<file path="src/rtl/cpu_pkg.sv">
// Shared CPU definitions: bubble instruction, instruction field bit positions
// and the occupancy encoding used by the pipeline skid buffers.
package cpu_pkg;

    localparam logic [31:0] NOP_WORD_DEFAULT = 32'hF000_0000;

    localparam int unsigned OPCODE_MSB = 31;
    localparam int unsigned OPCODE_LSB = 26;
    localparam int unsigned RD_MSB     = 25;
    localparam int unsigned RD_LSB     = 21;
    localparam int unsigned RS_MSB     = 20;
    localparam int unsigned RS_LSB     = 16;
    localparam int unsigned RT_MSB     = 15;
    localparam int unsigned RT_LSB     = 11;
    localparam int unsigned SHAMT_MSB  = 10;
    localparam int unsigned SHAMT_LSB  = 6;
    localparam int unsigned IMM16_MSB  = 15;
    localparam int unsigned IMM26_MSB  = 25;
    localparam int unsigned IMM21_MSB  = 20;
    localparam int unsigned SIDX_MSB   = 25;
    localparam int unsigned SIDX_LSB   = 20;
    localparam int unsigned XCOOR_MSB  = 19;
    localparam int unsigned XCOOR_LSB  = 10;
    localparam int unsigned YCOOR_MSB  = 9;

    typedef enum logic [1:0] {
        BUF_EMPTY = 2'd0,
        BUF_MAIN  = 2'd1,
        BUF_FULL  = 2'd2
    } buf_state_t;

endpackage

</file>
<file path="src/rtl/pipe_skid_buf.sv">
// Two-entry main/skid buffer with flush. in_ready comes straight from the
// occupancy register, so it never depends combinationally on out_ready.
module pipe_skid_buf
    import cpu_pkg::*;
#(
    parameter int unsigned W = 64
) (
    input  logic         clk,
    input  logic         rst_n,
    input  logic         flush,
    input  logic         in_valid,
    output logic         in_ready,
    input  logic [W-1:0] in_data,
    output logic         out_valid,
    input  logic         out_ready,
    output logic [W-1:0] out_data
);

    buf_state_t  state_q, state_d;
    logic [W-1:0] main_q;
    logic [W-1:0] skid_q;
    logic         accept;
    logic         consume;
    logic         load_main;
    logic         load_skid;
    logic         skid_to_main;

    assign in_ready  = (state_q != BUF_FULL);
    assign out_valid = (state_q != BUF_EMPTY);
    assign out_data  = main_q;
    assign accept    = in_valid && in_ready;
    assign consume   = out_valid && out_ready;

    always_ff @(posedge clk or negedge rst_n) begin
        if (!rst_n) begin
            state_q <= BUF_EMPTY;
        end else begin
            state_q <= state_d;
        end
    end

    always_comb begin
        state_d      = state_q;
        load_main    = 1'b0;
        load_skid    = 1'b0;
        skid_to_main = 1'b0;
        if (flush) begin
            state_d = BUF_EMPTY;
        end else begin
            case (state_q)
                BUF_EMPTY: begin
                    if (accept) begin
                        state_d   = BUF_MAIN;
                        load_main = 1'b1;
                    end
                end
                BUF_MAIN: begin
                    if (consume) begin
                        if (accept) begin
                            load_main = 1'b1;
                        end else begin
                            state_d = BUF_EMPTY;
                        end
                    end else if (accept) begin
                        state_d   = BUF_FULL;
                        load_skid = 1'b1;
                    end
                end
                BUF_FULL: begin
                    // in_ready is low here, so nothing new can arrive alongside the drain
                    if (consume) begin
                        state_d      = BUF_MAIN;
                        skid_to_main = 1'b1;
                    end
                end
                default: state_d = BUF_EMPTY;
            endcase
        end
    end

    always_ff @(posedge clk or negedge rst_n) begin
        if (!rst_n) begin
            main_q <= '0;
            skid_q <= '0;
        end else begin
            if (load_main) begin
                main_q <= in_data;
            end else if (skid_to_main) begin
                main_q <= skid_q;
            end
            if (load_skid) begin
                skid_q <= in_data;
            end
        end
    end

endmodule

</file>
<file path="src/rtl/ifid_pipe_reg.sv">
// IF/ID pipeline register: skid-buffered instruction hand-off with flush,
// bubble insertion, instruction field decode and a saturating stall counter.
module ifid_pipe_reg
    import cpu_pkg::*;
#(
    parameter int unsigned   IW       = 32,
    parameter int unsigned   AW       = 32,
    parameter logic [IW-1:0] NOP_WORD = IW'(NOP_WORD_DEFAULT),
    parameter int unsigned   CW       = 16
) (
    input  logic          clk,
    input  logic          rst_n,
    input  logic          in_valid,
    output logic          in_ready,
    input  logic [IW-1:0] in_instr,
    input  logic [AW-1:0] in_pc,
    input  logic          flush,
    output logic          out_valid,
    input  logic          out_ready,
    output logic [IW-1:0] out_instr,
    output logic [AW-1:0] out_pc,
    output logic [5:0]    out_opcode,
    output logic [4:0]    out_rd,
    output logic [4:0]    out_rs,
    output logic [4:0]    out_rt,
    output logic [4:0]    out_shamt,
    output logic [15:0]   out_imm16,
    output logic [25:0]   out_imm26,
    output logic [20:0]   out_imm21,
    output logic [5:0]    out_sidx,
    output logic [9:0]    out_xcoor,
    output logic [9:0]    out_ycoor,
    output logic          out_bubble,
    output logic [CW-1:0] stall_cnt
);

    logic [IW+AW-1:0] buf_data;
    logic [IW-1:0]    held_instr;
    logic             main_valid;

    pipe_skid_buf #(
        .W (IW + AW)
    ) u_buf (
        .clk       (clk),
        .rst_n     (rst_n),
        .flush     (flush),
        .in_valid  (in_valid),
        .in_ready  (in_ready),
        .in_data   ({in_instr, in_pc}),
        .out_valid (main_valid),
        .out_ready (out_ready),
        .out_data  (buf_data)
    );

    // PC is passed through even when invalid so it keeps its last loaded value
    assign {held_instr, out_pc} = buf_data;

    assign out_valid  = main_valid;
    assign out_bubble = !main_valid;
    assign out_instr  = main_valid ? held_instr : NOP_WORD;

    assign out_opcode = out_instr[OPCODE_MSB:OPCODE_LSB];
    assign out_rd     = out_instr[RD_MSB:RD_LSB];
    assign out_rs     = out_instr[RS_MSB:RS_LSB];
    assign out_rt     = out_instr[RT_MSB:RT_LSB];
    assign out_shamt  = out_instr[SHAMT_MSB:SHAMT_LSB];
    assign out_imm16  = out_instr[IMM16_MSB:0];
    assign out_imm26  = out_instr[IMM26_MSB:0];
    assign out_imm21  = out_instr[IMM21_MSB:0];
    assign out_sidx   = out_instr[SIDX_MSB:SIDX_LSB];
    assign out_xcoor  = out_instr[XCOOR_MSB:XCOOR_LSB];
    assign out_ycoor  = out_instr[YCOOR_MSB:0];

    always_ff @(posedge clk or negedge rst_n) begin
        if (!rst_n) begin
            stall_cnt <= '0;
        end else if (main_valid && !out_ready && (stall_cnt != '1)) begin
            stall_cnt <= stall_cnt + CW'(1);
        end
    end

endmodule

</file>
<file path="config.mk">
export PLATFORM = sky130hd
export DESIGN_NAME = ifid_pipe_reg
export DESIGN_NICKNAME = d
export VERILOG_FILES = /design/src/rtl/cpu_pkg.sv /design/src/rtl/pipe_skid_buf.sv /design/src/rtl/ifid_pipe_reg.sv
export SDC_FILE = /design/constraint.sdc
export NUM_CORES = 1
export LEC_CHECK = 0
export ABC_AREA = 0
export BUFFER_PORTS_ARGS = -buffer_cell sky130_fd_sc_hd__clkbuf_2
export CAP_MARGIN = 20
export CELL_PAD_IN_SITES_DETAIL_PLACEMENT = 0
export CELL_PAD_IN_SITES_GLOBAL_PLACEMENT = 1
export CORE_AREA = 4 4 170 139
export DETAILED_ROUTE_END_ITERATION = 12
export DIE_AREA = 0 0 174 143
export MAX_ROUTING_LAYER = met4
export PLACE_DENSITY_LB_ADDON = 0.12
export RECOVER_POWER = 50
export SYNTH_ARGS = -nofsm -noshare
export SYNTH_HDL_FRONTEND = slang
export SYNTH_SLANG_ARGS = --single-unit
</file>
<file path="constraint.sdc">
create_clock -name clk -period 4.1 [get_ports clk]
set_clock_uncertainty 0.15 [all_clocks]
set_input_delay 0.41 -clock clk [delete_from_list [all_inputs] [get_ports clk]]
set_output_delay 0.41 -clock clk [all_outputs]
set_load 0.02 [all_outputs]
</file>
==> Flow_metrics.wiki <==
{| class="wikitable"
! Metric !! Value
|-
| Run status || finished with violations
|-
| Port Buf Inserts || 266
|-
| TritonCTS clock tree || built
|-
| Portion of the post-synthesis area used by sequential elements || 48.34%
|-
| Number of levels in the clock H-tree || 4
|-
| Clock sink count || approximately 150
|-
| Most instantiated flip-flop cell in the synthesis netlist || sky130_fd_sc_hd__dfrtp_1
|-
| Total routing resource utilization after global routing || between 10% and 20%
|-
| Root cell of the clock tree || sky130_fd_sc_hd__clkbuf_16
|-
| Depth of the worst register-to-register path || 5
|-
| Residual DRC count || 0
|-
| Most frequent cells after synthesis || 148 x sky130_fd_sc_hd__buf_4, 146 x sky130_fd_sc_hd__dfrtp_1, 69 x sky130_fd_sc_hd__nand2_1
|-
| Clock insertion delay at the later pin of the skew report || between 0.4 and 0.5 ns
|-
| CP max stage cell || sky130_fd_sc_hd__clkbuf_2
|-
| Yosys warning total || 0
|-
| Measured slew at the worst slew-check pin || around 2.5 ns
|-
| Net count of the mapped netlist || ~750
|-
| Ratio of final minimum period to clock period || between 70% and 80%
|-
| Launching element type of the critical path || input port
|-
| Critical path type || input port to async pin
|-
| Die boundary height || 143 um
|-
| Final Worst Setup Slack || approximately 1.2 ns
|-
| Die Width || 174 um
|-
| Gate count after technology mapping || about 700
|-
| Endpoint of the worst hold path || u_buf.state_q[0]
|-
| Core Region || about 22000 sq um
|-
| Top cells by area, synth || sky130_fd_sc_hd__dfrtp_1 48%, sky130_fd_sc_hd__buf_4 15%, sky130_fd_sc_hd__mux2_2 8.6%
|-
| Crit path max-delay family || buffers and inverters
|-
| Number of nets in the final layout || around 870
|-
| Proportion of netlist area held by the largest area contributor || 48.34%
|-
| Maximum single-stage delay on the critical path || between 1.5 and 2 ns
|-
| Summed instance area of the synthesized netlist || between 7000 and 8000 sq um
|-
| Unrepaired setup endpoints after global routing || false
|-
| Failing checks || max-capacitance violations, max-slew violations
|-
| Proportion of register bits with asynchronous set or reset after synthesis || 100.0%
|-
| Power consumption || approximately 5000 uW
|-
| Hold/Removal Path Class || input port to register
|-
| Sequential cell area || between 3000 and 4000 sq um
|-
| Number of violations reported at the end of detailed-routing iteration 0 || approximately 220
|-
| Hold-fix buffers, CTS || 1
|-
| Slew HR || -66.97%
|-
| Diodes inserted || 0
|-
| Cell Count, Final, Fillers Out || between 1k and 1.5k
|-
| Sum of net half-perimeters after detailed placement || 11.92 mm
|-
| Synthesized area per cell || around 11 sq um
|-
| Critical-path maximum fanout || around 100
|-
| Pins over their slew limit || between 100 and 150
|-
| Beginning of the worst hold path || flush
|-
| Routability cong. || around 0.75
|-
| Final hold viol count || 0
|-
| Number of top-level pins || 267
|-
| Total congestion overflow after global routing || 0
|-
| Buffers inserted by post-CTS timing repair || 0
|-
| Accumulated negative setup slack || 0 ns
|-
| Worst Path Arrival || 2.77 ns
|-
| First-pass DRT Iterations || 4
|-
| Final worst path period need || 2.925 ns
|-
| Setup slack of the most critical reg-to-reg path || 1.17 ns
|-
| CP endpoint kind || async pin
|-
| Number of vias per cell after detailed routing || around 4.5
|-
| Number of placement rows || 49
|-
| Cell chain of the critical path || dlygate4sd3_1 > clkbuf_2
|-
| CTS max path bufs || 2
|-
| Number of synthesized register bits || roughly 150
|-
| Wire length of the first global-routing pass || 27.48 mm
|-
| Share of post-route cells with drive strength above 1 || between 40% and 50%
|-
| Wirelength per Cell || between 15 and 20 um
|-
| Pin count of the biggest net entering global routing || 129
|-
| WL final || around 17 mm
|-
| Cts repair resizes || 0
|-
| Die outline area || about 25000 sq um
|-
| Total instance count after detailed placement || around 1.1k
|-
| Clk pin slew, worst setup/hold paths || about 0.060 ns
|-
| Reg2Reg Capture Point || u_buf.out_data[12]
|-
| Most frequently used cell type in the post-synthesis netlist || sky130_fd_sc_hd__buf_4
|-
| Launch point of the worst reg-to-reg path || u_buf.state_q[1]
|-
| Count of filler cells inserted in the layout || ~2.2k
|-
| Synth unique cells || 46
|-
| Worst Setup Slack post-DPL || between 1 and 1.5 ns
|-
| Initial Utilization || about a third
|-
| Layout overhead on the synthesized area || 14.39%
|-
| Required @ worst endpoint || just under 4 ns
|-
| Static leakage || approximately 0.0045 uW
|-
| Via count || between 4k and 5k
|-
| Cell taking the most area after synthesis || sky130_fd_sc_hd__dfrtp_1
|-
| Endpoints failing setup || 0
|-
| Cell depth of the worst min-delay path || 2
|-
| Buf+Inv Stages, Crit Path || 2
|-
| Number of buffers inserted during clock tree synthesis || 17
|-
| Number of synthesized flops with an enable pin || 0
|-
| Count of max-cap constraint violations || 2
|-
| Post-route ant nets || 0
|-
| Maximum frequency from static timing analysis || between 300 and 400 MHz
|-
| Number of global-route vias before repair || about 5.0k
|-
| PD cells || approximately 580 nW/um^2
|-
| IR drop worst, VDD || ~0.22 mV
|-
| Area taken by multi-input logic gates || 2648 sq um
|-
| Initial antenna violation count || 0
|}
## power by group
| part | total, uW | internal (uW) | switching [uW] |
|---|---|---|---|
| Combinational | 1290 | 500 | 792 |
| Sequential | 2030 | 1820 | 210 |
| Clock | 1710 | 1090 | 620 |
## layout by cell type, fill, tap and decap left out, types with 2 or more instances in the layout
cell and n:
sky130_fd_sc_hd__clkbuf_16 17, sky130_fd_sc_hd__or2_2 4, sky130_fd_sc_hd__dfrtp_1 146, sky130_fd_sc_hd__bufinv_16 5
sky130_fd_sc_hd__clkbuf_1 52, sky130_fd_sc_hd__nor4_1 3, sky130_fd_sc_hd__nor2b_1 28, sky130_fd_sc_hd__xnor2_1 2
sky130_fd_sc_hd__nand4_1 2, sky130_fd_sc_hd__nor2_2 2, sky130_fd_sc_hd__nor2_1 5, sky130_fd_sc_hd__nand3_1 5
sky130_fd_sc_hd__o21ai_1 5, sky130_fd_sc_hd__o21ai_0 59, sky130_fd_sc_hd__mux2_2 58, sky130_fd_sc_hd__buf_4 6
sky130_fd_sc_hd__clkbuf_2 217, sky130_fd_sc_hd__nand2_1 69, sky130_fd_sc_hd__nor3b_1 3, sky130_fd_sc_hd__inv_1 2
sky130_fd_sc_hd__nand2b_1 2, sky130_fd_sc_hd__mux2i_1 65, sky130_fd_sc_hd__and3_1 2, sky130_fd_sc_hd__mux2_1 7
sky130_fd_sc_hd__clkinvlp_4 3, sky130_fd_sc_hd__nor3_1 5, sky130_fd_sc_hd__xor2_1 12, sky130_fd_sc_hd__inv_6 3
## sequential cells by signal, summed over array words and instances (netlist names)
signal	cells
u_buf.out_data	64
u_buf.skid_q	64
u_buf.state_q	2
stall_cnt	16
## final cells by class
cell class / count / area share, %
multi-input combinational: 357 / 30.63
clock inverter: 12 / 2.359
tap: 280 / 4.053
inverter: 2 / 0.08684
sequential: 146 / 42.26
clock buffer: 20 / 5.051
timing repair buffer: 274 / 15.56
## kinds of logic (layout without fill, tap and decap cells)
logic type      count (synthesis)  in the layout  synth area share, %
compound gates                 70             70                4.868
xor+xnor                       14             14                1.623
fa+ha+maj                       1              1               0.1655
buf+inv                       180            308                16.57
flops                         146            146                48.34
mux                           130            130                18.34
simple gates                  142            142                10.08
## routing by layer
metal | track usage [%] | up-vias | share of wire [%]
met5 | - | - | 0
met4 | 3.998 | 0 | 1.0
met3 | 3.415 | 13 | 4.7
met2 | 23.62 | 164 | 48
met1 | 17.85 | 2375 | 46
li1 | - | 2383 | -
## per-stage QoR
| stage | utilization [%] | hold WS [ns] | cell area, sq um |
|---|---|---|---|
| after floorplan | - | -0.03559 | 7557 |
| after global placement | 36.63 | 0.3039 | 8084 |
| after detailed placement | 36.63 | 0.3130 | 8084 |
| after CTS | 39.57 | 0.02797 | 8735 |
| after global routing | 39.17 | 0.03580 | 8645 |
| final | 39.17 | 0.04667 | 8645 |
## worst max path at each step
stage / from / endpoint / slack [ns] / depth (start not counted)
after floorplan: u_buf.state_q[1] / out_instr[24] / 1.99 / 4
after global placement: out_ready / u_buf.out_data[29] / 1.50 / 6
after detailed placement: out_ready / u_buf.out_data[32] / 1.46 / 6
after CTS: u_buf.state_q[1] / out_ycoor[1] / 1.12 / 4
after global routing: rst_n / u_buf.out_data[34] / 0.60 / 2
final: rst_n / u_buf.skid_q[43] / 1.17 / 2
No activity file was read; power rests on OpenSTA's default activity.
